===== src/rtl/sc_shiftarbiter_jug.sv =====
// Two-player move arbiter driving the shared position shift register.
// Enforces one shift per press, boundary limits, round-robin fairness and a post-move cooldown.
module sc_shiftarbiter_jug #(
    parameter int unsigned COOLDOWN_CYCLES = 8,
    parameter int unsigned COOLDOWN_WIDTH  = 4
) (
    input  logic       SC_SHIFTARBITER_JUG_CLOCK_50,
    input  logic       SC_SHIFTARBITER_JUG_RESET_InLow,
    input  logic       SC_SHIFTARBITER_JUG_startButton_InLow,
    input  logic       SC_SHIFTARBITER_JUG_jug1Left_InLow,
    input  logic       SC_SHIFTARBITER_JUG_jug1Right_InLow,
    input  logic       SC_SHIFTARBITER_JUG_jug2Left_InLow,
    input  logic       SC_SHIFTARBITER_JUG_jug2Right_InLow,
    input  logic       SC_SHIFTARBITER_JUG_leftLimit_InLow,
    input  logic       SC_SHIFTARBITER_JUG_rightLimit_InLow,
    output logic       SC_SHIFTARBITER_JUG_clear_OutLow,
    output logic [1:0] SC_SHIFTARBITER_JUG_shiftselection_Out,
    output logic [1:0] SC_SHIFTARBITER_JUG_grant_Out,
    output logic       SC_SHIFTARBITER_JUG_busy_Out
);

    localparam logic [1:0] SEL_HOLD   = 2'b11;
    localparam logic [1:0] SEL_LEFT   = 2'b01;
    localparam logic [1:0] SEL_RIGHT  = 2'b10;
    localparam logic [1:0] GRANT_NONE = 2'b00;
    localparam logic [1:0] GRANT_JUG1 = 2'b01;
    localparam logic [1:0] GRANT_JUG2 = 2'b10;

    typedef enum logic [2:0] {
        RESET    = 3'd0,
        CLEAR    = 3'd1,
        IDLE     = 3'd2,
        MOVE     = 3'd3,
        COOLDOWN = 3'd4
    } stateT;

    stateT                     state;
    logic                      startArmed;
    logic                      jug1Armed;
    logic                      jug2Armed;
    logic                      rrPtr;
    logic [COOLDOWN_WIDTH-1:0] coolCount;

    logic       startValid;
    logic       jug1Valid;
    logic       jug2Valid;
    logic       pickJug2;
    logic [1:0] jug1Dir;
    logic [1:0] jug2Dir;

    // Request qualification: armed, exactly one button low, and that side not at its limit.
    always_comb begin
        startValid = startArmed && !SC_SHIFTARBITER_JUG_startButton_InLow;
        jug1Valid  = jug1Armed
                  && (SC_SHIFTARBITER_JUG_jug1Left_InLow ^ SC_SHIFTARBITER_JUG_jug1Right_InLow)
                  && (SC_SHIFTARBITER_JUG_jug1Left_InLow ? SC_SHIFTARBITER_JUG_rightLimit_InLow
                                                         : SC_SHIFTARBITER_JUG_leftLimit_InLow);
        jug2Valid  = jug2Armed
                  && (SC_SHIFTARBITER_JUG_jug2Left_InLow ^ SC_SHIFTARBITER_JUG_jug2Right_InLow)
                  && (SC_SHIFTARBITER_JUG_jug2Left_InLow ? SC_SHIFTARBITER_JUG_rightLimit_InLow
                                                         : SC_SHIFTARBITER_JUG_leftLimit_InLow);
        jug1Dir    = SC_SHIFTARBITER_JUG_jug1Left_InLow ? SEL_RIGHT : SEL_LEFT;
        jug2Dir    = SC_SHIFTARBITER_JUG_jug2Left_InLow ? SEL_RIGHT : SEL_LEFT;
        pickJug2   = jug2Valid && (!jug1Valid || rrPtr);
    end

    // State, arming and registered outputs; the output registers double as the direction/grant latches.
    always_ff @(posedge SC_SHIFTARBITER_JUG_CLOCK_50) begin
        if (!SC_SHIFTARBITER_JUG_RESET_InLow) begin
            state                                  <= RESET;
            startArmed                             <= 1'b0;
            jug1Armed                              <= 1'b0;
            jug2Armed                              <= 1'b0;
            rrPtr                                  <= 1'b0;
            coolCount                              <= '0;
            SC_SHIFTARBITER_JUG_clear_OutLow       <= 1'b0;
            SC_SHIFTARBITER_JUG_shiftselection_Out <= SEL_HOLD;
            SC_SHIFTARBITER_JUG_grant_Out          <= GRANT_NONE;
            SC_SHIFTARBITER_JUG_busy_Out           <= 1'b0;
        end else begin
            SC_SHIFTARBITER_JUG_clear_OutLow       <= 1'b1;
            SC_SHIFTARBITER_JUG_shiftselection_Out <= SEL_HOLD;
            SC_SHIFTARBITER_JUG_grant_Out          <= GRANT_NONE;
            SC_SHIFTARBITER_JUG_busy_Out           <= 1'b0;

            // Buttons must be seen released before they can act again.
            if (state != RESET) begin
                if (SC_SHIFTARBITER_JUG_startButton_InLow)
                    startArmed <= 1'b1;
                if (SC_SHIFTARBITER_JUG_jug1Left_InLow && SC_SHIFTARBITER_JUG_jug1Right_InLow)
                    jug1Armed <= 1'b1;
                if (SC_SHIFTARBITER_JUG_jug2Left_InLow && SC_SHIFTARBITER_JUG_jug2Right_InLow)
                    jug2Armed <= 1'b1;
            end

            case (state)
                RESET: begin
                    state                            <= CLEAR;
                    SC_SHIFTARBITER_JUG_clear_OutLow <= 1'b0;
                end
                CLEAR: begin
                    state <= IDLE;
                end
                IDLE: begin
                    if (startValid) begin
                        state                            <= CLEAR;
                        startArmed                       <= 1'b0;
                        SC_SHIFTARBITER_JUG_clear_OutLow <= 1'b0;
                    end else if (jug1Valid || jug2Valid) begin
                        state                        <= MOVE;
                        rrPtr                        <= !rrPtr;
                        SC_SHIFTARBITER_JUG_busy_Out <= 1'b1;
                        if (pickJug2) begin
                            jug2Armed                              <= 1'b0;
                            SC_SHIFTARBITER_JUG_grant_Out          <= GRANT_JUG2;
                            SC_SHIFTARBITER_JUG_shiftselection_Out <= jug2Dir;
                        end else begin
                            jug1Armed                              <= 1'b0;
                            SC_SHIFTARBITER_JUG_grant_Out          <= GRANT_JUG1;
                            SC_SHIFTARBITER_JUG_shiftselection_Out <= jug1Dir;
                        end
                    end
                end
                MOVE: begin
                    if (COOLDOWN_CYCLES == 0) begin
                        state <= IDLE;
                    end else begin
                        state                        <= COOLDOWN;
                        coolCount                    <= COOLDOWN_WIDTH'(COOLDOWN_CYCLES);
                        SC_SHIFTARBITER_JUG_busy_Out <= 1'b1;
                    end
                end
                COOLDOWN: begin
                    if (startValid) begin
                        state                            <= CLEAR;
                        startArmed                       <= 1'b0;
                        SC_SHIFTARBITER_JUG_clear_OutLow <= 1'b0;
                    end else begin
                        coolCount <= coolCount - COOLDOWN_WIDTH'(1);
                        if (coolCount == COOLDOWN_WIDTH'(1))
                            state <= IDLE;
                        else
                            SC_SHIFTARBITER_JUG_busy_Out <= 1'b1;
                    end
                end
                default: begin
                    state                            <= RESET;
                    SC_SHIFTARBITER_JUG_clear_OutLow <= 1'b0;
                end
            endcase
        end
    end

endmodule


===== config.mk =====
export PLATFORM = sky130hd
export DESIGN_NAME = sc_shiftarbiter_jug
export DESIGN_NICKNAME = d
export VERILOG_FILES = /design/src/rtl/sc_shiftarbiter_jug.sv
export SDC_FILE = /design/constraint.sdc
export NUM_CORES = 1
export LEC_CHECK = 0
export CAP_MARGIN = 20
export CORE_MARGIN = 5
export CORE_UTILIZATION = 50
export DETAILED_ROUTE_END_ITERATION = 8
export PLACE_DENSITY = 0.85
export RECOVER_POWER = 50
export SYNTH_ARGS = -nofsm -noshare
export SYNTH_HDL_FRONTEND = slang
export SYNTH_SLANG_ARGS = --single-unit

===== constraint.sdc =====
create_clock -name SC_SHIFTARBITER_JUG_CLOCK_50 -period 1.4 [get_ports SC_SHIFTARBITER_JUG_CLOCK_50]
set_input_delay 0.28 -clock SC_SHIFTARBITER_JUG_CLOCK_50 [delete_from_list [all_inputs] [get_ports SC_SHIFTARBITER_JUG_CLOCK_50]]
set_output_delay 0.28 -clock SC_SHIFTARBITER_JUG_CLOCK_50 [all_outputs]
set_load 0.05 [all_outputs]

## Yosys cells after proc, flatten, opt, wreduce, memory -nomap -nowiden

Index checks and enable logic that the tools add are counted.

- Eq/ne operators: 8
- Bitwise operators: 6
- Reductions and logical operators: 22
- Add/sub/neg operators: 1
- Multiplexer cells: 36

Operator list:

| cell | count |
|---|---|
| 1-bit 2-to-1 mux | 23 |
| 3-bit one-hot mux with 5 select lines | 1 |
| 3-bit 2-to-1 mux | 4 |
| 1-bit logical AND | 8 |
| 2-bit 2-to-1 mux | 4 |
| 4-bit one-hot mux with 2 select lines | 1 |
| 3-bit by 2-bit == test with 1-bit output (second input constant) | 2 |
| 3-bit != test (second input constant) | 2 |
| 4-bit by 1-bit == test with 1-bit output (second input constant) | 1 |
| 4-bit 2-to-1 mux | 1 |
| 1-bit inverter | 4 |
| 2-bit AND reduction | 2 |
| 2-bit OR reduction | 2 |
| 4-bit OR reduction | 1 |
| 4-bit by 1-bit subtractor with 4-bit output (second input constant) | 1 |
| 3-bit by 1-bit == test with 1-bit output (second input constant) | 1 |
| 3-bit == test (second input constant) | 1 |
| 1-bit zero test | 3 |
| 3-bit zero test | 1 |
| 1-bit one-hot mux with 3 select lines | 1 |
| 3-bit AND reduction | 1 |
| 3-bit nonzero test | 1 |
| 1-bit logical OR | 2 |
| 2-bit != test (second input constant) | 1 |
| 3 further kinds | 4 |

- Bits of input ports: 9
- Bits in registers: 17
- Word-level logic and storage cells: 83
- Output and inout port bits: 6

## Logic depth before layout (Yosys ltp)

Gate-level depths: netlist of the first run.

- Depth in word-level cells: 10
- Gate-level depth with buffers: 5
- Gate-level depth less buffers: 5

## Worst setup path after synthesis of the first run

No wires, ideal clock.

- Path kind: input to register
- Start point: input SC_SHIFTARBITER_JUG_jug1Left_InLow
- End point: register rrPtr
- Data arrival time: 1196 ps
- Required time: 1328 ps
- Setup slack: 132 ps
- Library setup time: 72 ps
- Buffers on the path: 0
- Stages on the path: 5
- Cells stage by stage: ha_1 > nand2_1 > or2_1 > a21oi_2 > mux2i_1

- Cells in the longest elaborated chain, start to end: 5
- Elaborated cells on any way between the ends: 6
- Classes of those cells: mux: 1; bitwise: 1; reduce/logical: 4

RTL lines:

| item | RTL line | source |
|---|---|---|
| from (decl) | 10 | `input logic SC_SHIFTARBITER_JUG_jug1Left_InLow,` |
| 1-bit bitwise XOR | 55 | `&& (SC_SHIFTARBITER_JUG_jug1Left_InLow ^ SC_SHIFTARBITER_JUG_jug1Right_InLow)` |
| 1-bit logical AND | 55 |  |
| 1-bit logical AND (*) | 56 | `&& (SC_SHIFTARBITER_JUG_jug1Left_InLow ? SC_SHIFTARBITER_JUG_rightLimit_InLow` |
| 1-bit logical OR (*) | 109 | `end else if (jug1Valid \|\| jug2Valid) begin` |
| 3-bit AND reduction (no source line) (*) | n/a |  |
| to (signal assigned) | 111 | `rrPtr <= !rrPtr;` |
| to (decl) | 41 | `logic rrPtr;` |

Every way passes the cells marked *; elsewhere a longest branch is shown, timed or not.
A chain may end at the register's enable or synchronous reset.

## Final worst setup path of the first run

- Start point: input SC_SHIFTARBITER_JUG_startButton_InLow
- End point: register SC_SHIFTARBITER_JUG_shiftselection_Out[0]

- Cells in the longest elaborated chain, start to end: 3

RTL lines:

| item | RTL line | source |
|---|---|---|
| from (decl) | 9 | `input logic SC_SHIFTARBITER_JUG_startButton_InLow,` |
| 1-bit zero test | 53 | `startValid = startArmed && !SC_SHIFTARBITER_JUG_startButton_InLow;` |
| 1-bit logical AND | 53 |  |
| 4-bit OR reduction (no source line) | n/a |  |
| to (signal assigned) | 116 | `SC_SHIFTARBITER_JUG_shiftselection_Out <= jug2Dir;` |
| to (signal assigned) | 120 | `SC_SHIFTARBITER_JUG_shiftselection_Out <= jug1Dir;` |
| to (decl) | 17 | `output logic [1:0] SC_SHIFTARBITER_JUG_shiftselection_Out,` |

No other way between the ends.

==> results of run 1 <==
[critical path, cell delays in order]
cell	delay (ps)
clkdlybuf4s50_1	500
nand2b_1	240
nand4_1	110
clkbuf_2	180
nor3_2	160
a31oi_1	70
[registers in the layout, indices dropped and copies added, names as in the netlist]
register	count
SC_SHIFTARBITER_JUG_grant_Out	2
state	3
SC_SHIFTARBITER_JUG_busy_Out	1
startArmed	1
rrPtr	1
jug1Armed	1
SC_SHIFTARBITER_JUG_clear_OutLow	1
coolCount	4
jug2Armed	1
SC_SHIFTARBITER_JUG_shiftselection_Out	2
[repair_timing]
| action | in CTS | in global routing |
|---|---|---|
| resized for setup | 14 | 5 |
| hold endpoints to repair | 0 | 0 |
| buffers inserted | 0 | 1 |
| pin swaps | 5 | 4 |
| setup endpoints to repair | 9 | 4 |
[synthesized netlist by cell type, types with 2 or more instances]
| master | count | area [sq um] |
|---|---|---|
| o21a_1 | 3 | 22.52 |
| ha_1 | 4 | 50.05 |
| mux2i_1 | 2 | 20.02 |
| o21ai_0 | 2 | 10.01 |
| or2_1 | 2 | 12.51 |
| nand2_1 | 6 | 22.52 |
| a21oi_1 | 6 | 30.03 |
| and2_1 | 4 | 25.02 |
| nand2b_1 | 3 | 18.77 |
| nand4_1 | 2 | 12.51 |
| buf_2 | 3 | 15.01 |
| nor3_1 | 4 | 20.02 |
| nor2b_1 | 3 | 18.77 |
| o221a_1 | 2 | 22.52 |
| inv_1 | 5 | 18.77 |
| xnor2_1 | 3 | 26.28 |
| nor2_1 | 7 | 26.28 |
| dfxtp_1 | 17 | 340.3 |
| a31oi_1 | 2 | 12.51 |
[power breakdown]
| part | total, mW | internal (mW) | switching [mW] |
|---|---|---|---|
| clock | 0.272 | 0.111 | 0.161 |
| sequential | 0.570 | 0.520 | 0.0500 |
| combinational | 0.320 | 0.150 | 0.169 |
[routing by layer]
| layer | up-vias | wire [um] | GRT usage |
|---|---|---|---|
| li1 | 395 | - | - |
| met2 | 25 | 1124 | 0.2975 |
| met3 | 6 | 103 | 0.04789 |
| met4 | 0 | 27 | 0.04255 |
| met5 | - | 0 | 0 |
| met1 | 390 | 987 | 0.2133 |
[cell families after synthesis]
| group | Yosys count | synth area share |
|---|---|---|
| xor gates and xnor gates | 3 | 0.02823 |
| AOI/OAI and AO/OA | 21 | 0.1720 |
| adders and majority gates | 4 | 0.05377 |
| buffers and inverters | 10 | 0.05241 |
| muxes | 3 | 0.03360 |
| DFF | 17 | 0.3656 |
| and+or+nand+nor | 41 | 0.2944 |
[cell type report]
cell class,instances,share of cell area
multi-input cells,72,0.5057
flip-flops and latches,17,0.2795
well taps,25,0.02569
inverters,5,0.01542
clock buffers,4,0.02158
repair buffers,24,0.1521
[metrics by stage]
step	hold WS [ps]	cells	setup slack, ps
after floorplan	387.2	99	132.3
after global placement	487.4	142	-416.5
after detailed placement	501.9	142	-495.8
after CTS	486.9	146	3.673
after global routing	485.4	147	-38.15
final	475.6	147	39.49
[worst max-delay path by stage]
stage	end	slack (ps)	depth (start not counted)
5_1_grt	rrPtr	-40	5
2_1_floorplan	rrPtr	130	5
6_report	SC_SHIFTARBITER_JUG_shiftselection_Out[0]	40	6
4_1_cts	SC_SHIFTARBITER_JUG_shiftselection_Out[0]	4	5
3_5_place_dp	SC_SHIFTARBITER_JUG_shiftselection_Out[0]	-500	6
3_3_place_gp	SC_SHIFTARBITER_JUG_shiftselection_Out[0]	-420	6
==> results.json, run 1 <==
{
  "setup_viol": 0,
  "cts_buffers": 3,
  "r2r-end": "startArmed",
  "fin_area_sq_um": 1217,
  "p_leak_nw": 0.4793,
  "dr_total_vias": 816,
  "synth.ff_latch_count": 17,
  "path_max_fanout": 5,
  "r2r_start": "state[1]",
  "multi_input_area_sq_um": 615.6,
  "drt-total-wl_mm": 2.243,
  "synth_edf_count": 0,
  "synth_flop_cell": "dfxtp_1",
  "tritoncts": "yes",
  "area_growth_pct": 30.78,
  "yosys_warnings": 0,
  "status": "complete, no violations",
  "via_per_inst": 5.551,
  "ctsHoldBuffers": 0,
  "timing.fmax_ghz": 0.7350,
  "tightestPinTransition_ps": 384.4,
  "hold_depth": 3,
  "antenna_found_initial": 0,
  "fp.dieH_um": 53.15,
  "hold_path.class": "in -> reg",
  "grt_util_all_layers": 0.1739,
  "wire_per_inst_um": 15.26,
  "critical_path_required_ps": 1580,
  "reg2reg_slack_ps": 90,
  "synth-async-reset-ratio": 0,
  "path_clk_slew_ps": 100,
  "portBuffers": 14,
  "startpoint": "SC_SHIFTARBITER_JUG_startButton_InLow",
  "synthCells": 99,
  "hold_path_end": "SC_SHIFTARBITER_JUG_shiftselection_Out[0]",
  "synth_fp_nets": 112,
  "min_from": "SC_SHIFTARBITER_JUG_jug1Left_InLow",
  "drt_iter0_drc": 36,
  "core_sq_um": 1745,
  "ff_latch_area_sq_um": 340.3,
  "place_congestion": 0.7903,
  "ios": 15,
  "ys_types": 38,
  "setup_tns_ps": 0,
  "die_area_sq_um": 2825,
  "maxSlewHeadroom": 0.7432,
  "n_fill_cell": 140,
  "ff2ff_path_depth": 4,
  "drc_errors": 0,
  "gr-total-overflow": 0,
  "cp.arrival_ps": 1540,
  "p_total_mw": 1.162,
  "min_period_over_period": 0.9718,
  "clock_path_buffers": 2,
  "syn_area_sq_um": 930.9,
  "startpoint_type": "primary input",
  "cp-end-kind": "flop",
  "final_common_cell": "dfxtp_1",
  "grt_pass1_vias": 805,
  "final_cell_mix": "17 x dfxtp_1, 8 x buf_4, 7 x nor2_1, 7 x clkbuf_2, 6 x a21oi_1",
  "grt_max_degree": 13,
  "path_class": "in -> reg",
  "grt_pass1_wl_mm": 3.636,
  "final-max-slew-violation-count": 0,
  "max-cap-violations": 0,
  "fin_crit_ps": 1361,
  "synth-seq-area-share": 0.3656,
  "dr.pass1.iters": 4,
  "die_w_um": 53.15,
  "insertion_delay_ps": 290,
  "antenna_cells": 0,
  "layout.nets": 136,
  "synth_area_per_cell_sq_um": 9.403,
  "cts_sinks": 17,
  "fp-row-count": 15,
  "utilization": 0.6975,
  "root_buffer": "clkbuf_4",
  "p_per_area_nw_per_um2": 954.4,
  "placed_cell_area_sq_um": 1200,
  "hpwl_mm": 1.600,
  "drive_gt1_frac": 0.3033,
  "start_util": 0.5333,
  "fin_skew_ps": 2.632,
  "hold_violations": 0,
  "htree_levels": 1,
  "irDropWorstVdd_mv": 0.6795,
  "antenna_left": 0
}
Note: power is estimated with default switching activity, not from simulation.
==> run 2: changes to the inputs <==
TNS_END_PERCENT = 50   (was default)
==> run 2 against run 1 <==
- sequential power about the same
- worst setup slack worse by 39 ps
- clock skew up 0.85 ps
==> results.json, run 2 (synthesis results as in run 1) <==
{
  "status": "complete, no violations",
  "path_max_fanout": 5,
  "final_common_cell": "dfxtp_1",
  "place_congestion": 0.7903,
  "path_clk_slew_ps": 100,
  "root_buffer": "clkbuf_4",
  "die_w_um": 53.15,
  "final_cell_mix": "17 x dfxtp_1, 9 x buf_4, 7 x nor2_1",
  "core_sq_um": 1745,
  "regMostFlops": "coolCount",
  "hpwl_mm": 1.600,
  "tritoncts": "yes",
  "path_class": "in -> reg",
  "layout.cells.non_filler": 147,
  "largest_register_ffs": 4,
  "min_from": "SC_SHIFTARBITER_JUG_jug1Left_InLow",
  "r2r_start": "state[2]",
  "grt_util_all_layers": 0.1739,
  "via_per_inst": 5.517,
  "grt_pass1_vias": 805,
  "layout.nets": 136,
  "wire_per_inst_um": 15.37,
  "drc_errors": 0,
  "startpoint_type": "primary input",
  "portBuffers": 14,
  "ios": 15,
  "maxSlewHeadroom": 0.7308,
  "hold_depth": 3,
  "startpoint": "SC_SHIFTARBITER_JUG_rightLimit_InLow",
  "critical_path_required_ps": 1620,
  "antenna_cells": 0,
  "dr_total_vias": 811,
  "hold_path.class": "in -> reg",
  "antenna_left": 0,
  "min_period_over_period": 0.9997,
  "p_per_area_nw_per_um2": 958.0,
  "cp.arrival_ps": 1620,
  "max-cap-violations": 0,
  "tightestPinTransition_ps": 402.9,
  "fp.dieH_um": 53.15,
  "grt_pass1_wl_mm": 3.636,
  "cp-end-kind": "flop",
  "placed_cell_area_sq_um": 1200,
  "die_area_sq_um": 2825,
  "fp-row-count": 15,
  "fin_area_sq_um": 1212,
  "cts_buffers": 3,
  "rsz0062_at_grt": "yes",
  "ctsHoldBuffers": 0,
  "drive_gt1_frac": 0.3033,
  "drt-total-wl_mm": 2.260,
  "irDropWorstVdd_mv": 0.6978,
  "ff2ff_path_depth": 4,
  "cts_sinks": 17,
  "fin_skew_ps": 3.482,
  "final-max-slew-violation-count": 0,
  "dp.cells": 142,
  "start_util": 0.5333,
  "area_growth_pct": 30.24,
  "drt_iter0_drc": 20,
  "timing.fmax_ghz": 0.7145,
  "setup_viol": 0,
  "clock_path_buffers": 2,
  "gr-total-overflow": 0,
  "grt_max_degree": 13,
  "fin_crit_ps": 1400,
  "dr.pass1.iters": 4,
  "reg_top3": "coolCount: 4 flops, state: 3 flops",
  "antenna_found_initial": 0,
  "hold_violations": 0,
  "htree_levels": 1,
  "insertion_delay_ps": 290,
  "p_leak_nw": 0.4629
}
run 2: cell types whose count changed in the layout (fill, tap and decap cells not counted):
cell             previous run  this run
nand2_4                     1         0
nand2_2                     1         2
buf_4                       8         9
clkbuf_2                    7         6
clkdlybuf4s50_1             4         5
dlymetal6s2s_1              1         0
run 2: metrics by stage:
stage / TNS, ps / power [mW] / setup slack, ps / hold slack [ps] / utilization
floorplan: 0 / 0.7796 / 132.3 / 387.2 / -
global placement: -4542 / 0.8771 / -416.5 / 487.4 / 0.6875
detailed placement: -5403 / 0.8930 / -495.8 / 501.9 / 0.6875
CTS: 0 / 1.173 / 3.673 / 486.9 / 0.7348
global route: -19.00 / 1.223 / -19.00 / 485.6 / 0.6946
finish: 0 / 1.162 / 0.3968 / 479.3 / 0.6946
run 2: worst max-delay path: stages:
cell	delay [ps]
clkdlybuf4s50_1	550
mux2i_4	120
o311ai_4	420
nor3_2	70
a31oi_1	170
run 2: area by class of cell:
| type | count | area, sq um |
|---|---|---|
| repair buffers | 24 | 185.2 |
| flip-flops and latches | 17 | 340.3 |
| clock buffers | 4 | 26.28 |
| multi-input cells | 72 | 610.6 |
| inverters | 5 | 18.77 |
| fillers | 141 | 533.0 |
| well taps | 25 | 31.28 |
run 2: where the power goes:
group / internal [mW] / total (mW) / switching, mW / leakage (nW)
clock: 0.111 / 0.272 / 0.161 / 0.0150
sequential: 0.520 / 0.570 / 0.0502 / 0.138
combinational: 0.151 / 0.319 / 0.168 / 0.310
total: 0.782 / 1.16 / 0.380 / 0.463
run 2: final timing paths:
path	slack [ps]	end
setup reg to reg	90	coolCount[2]
hold / removal	480	SC_SHIFTARBITER_JUG_shiftselection_Out[0]
hold reg to reg	520	coolCount[1]
setup / recovery	0.4	SC_SHIFTARBITER_JUG_shiftselection_Out[0]
run 2: routing by layer:
| metal | vias to the layer above | wire length (um) | GRT usage |
|---|---|---|---|
| met2 | 19 | 1133 | 0.2975 |
| met3 | 4 | 87 | 0.04789 |
| met1 | 392 | 1020 | 0.2133 |
| met5 | - | 0 | 0 |
| li1 | 396 | - | - |
| met4 | 0 | 19 | 0.04255 |
run 2: repair_timing:
action | in CTS | in global routing
resized for setup | 14 | 3
endpoints found under the hold margin | 0 | 0
buffers inserted | 0 | 1
pin swaps | 5 | 3
endpoints found under the setup margin | 9 | 4
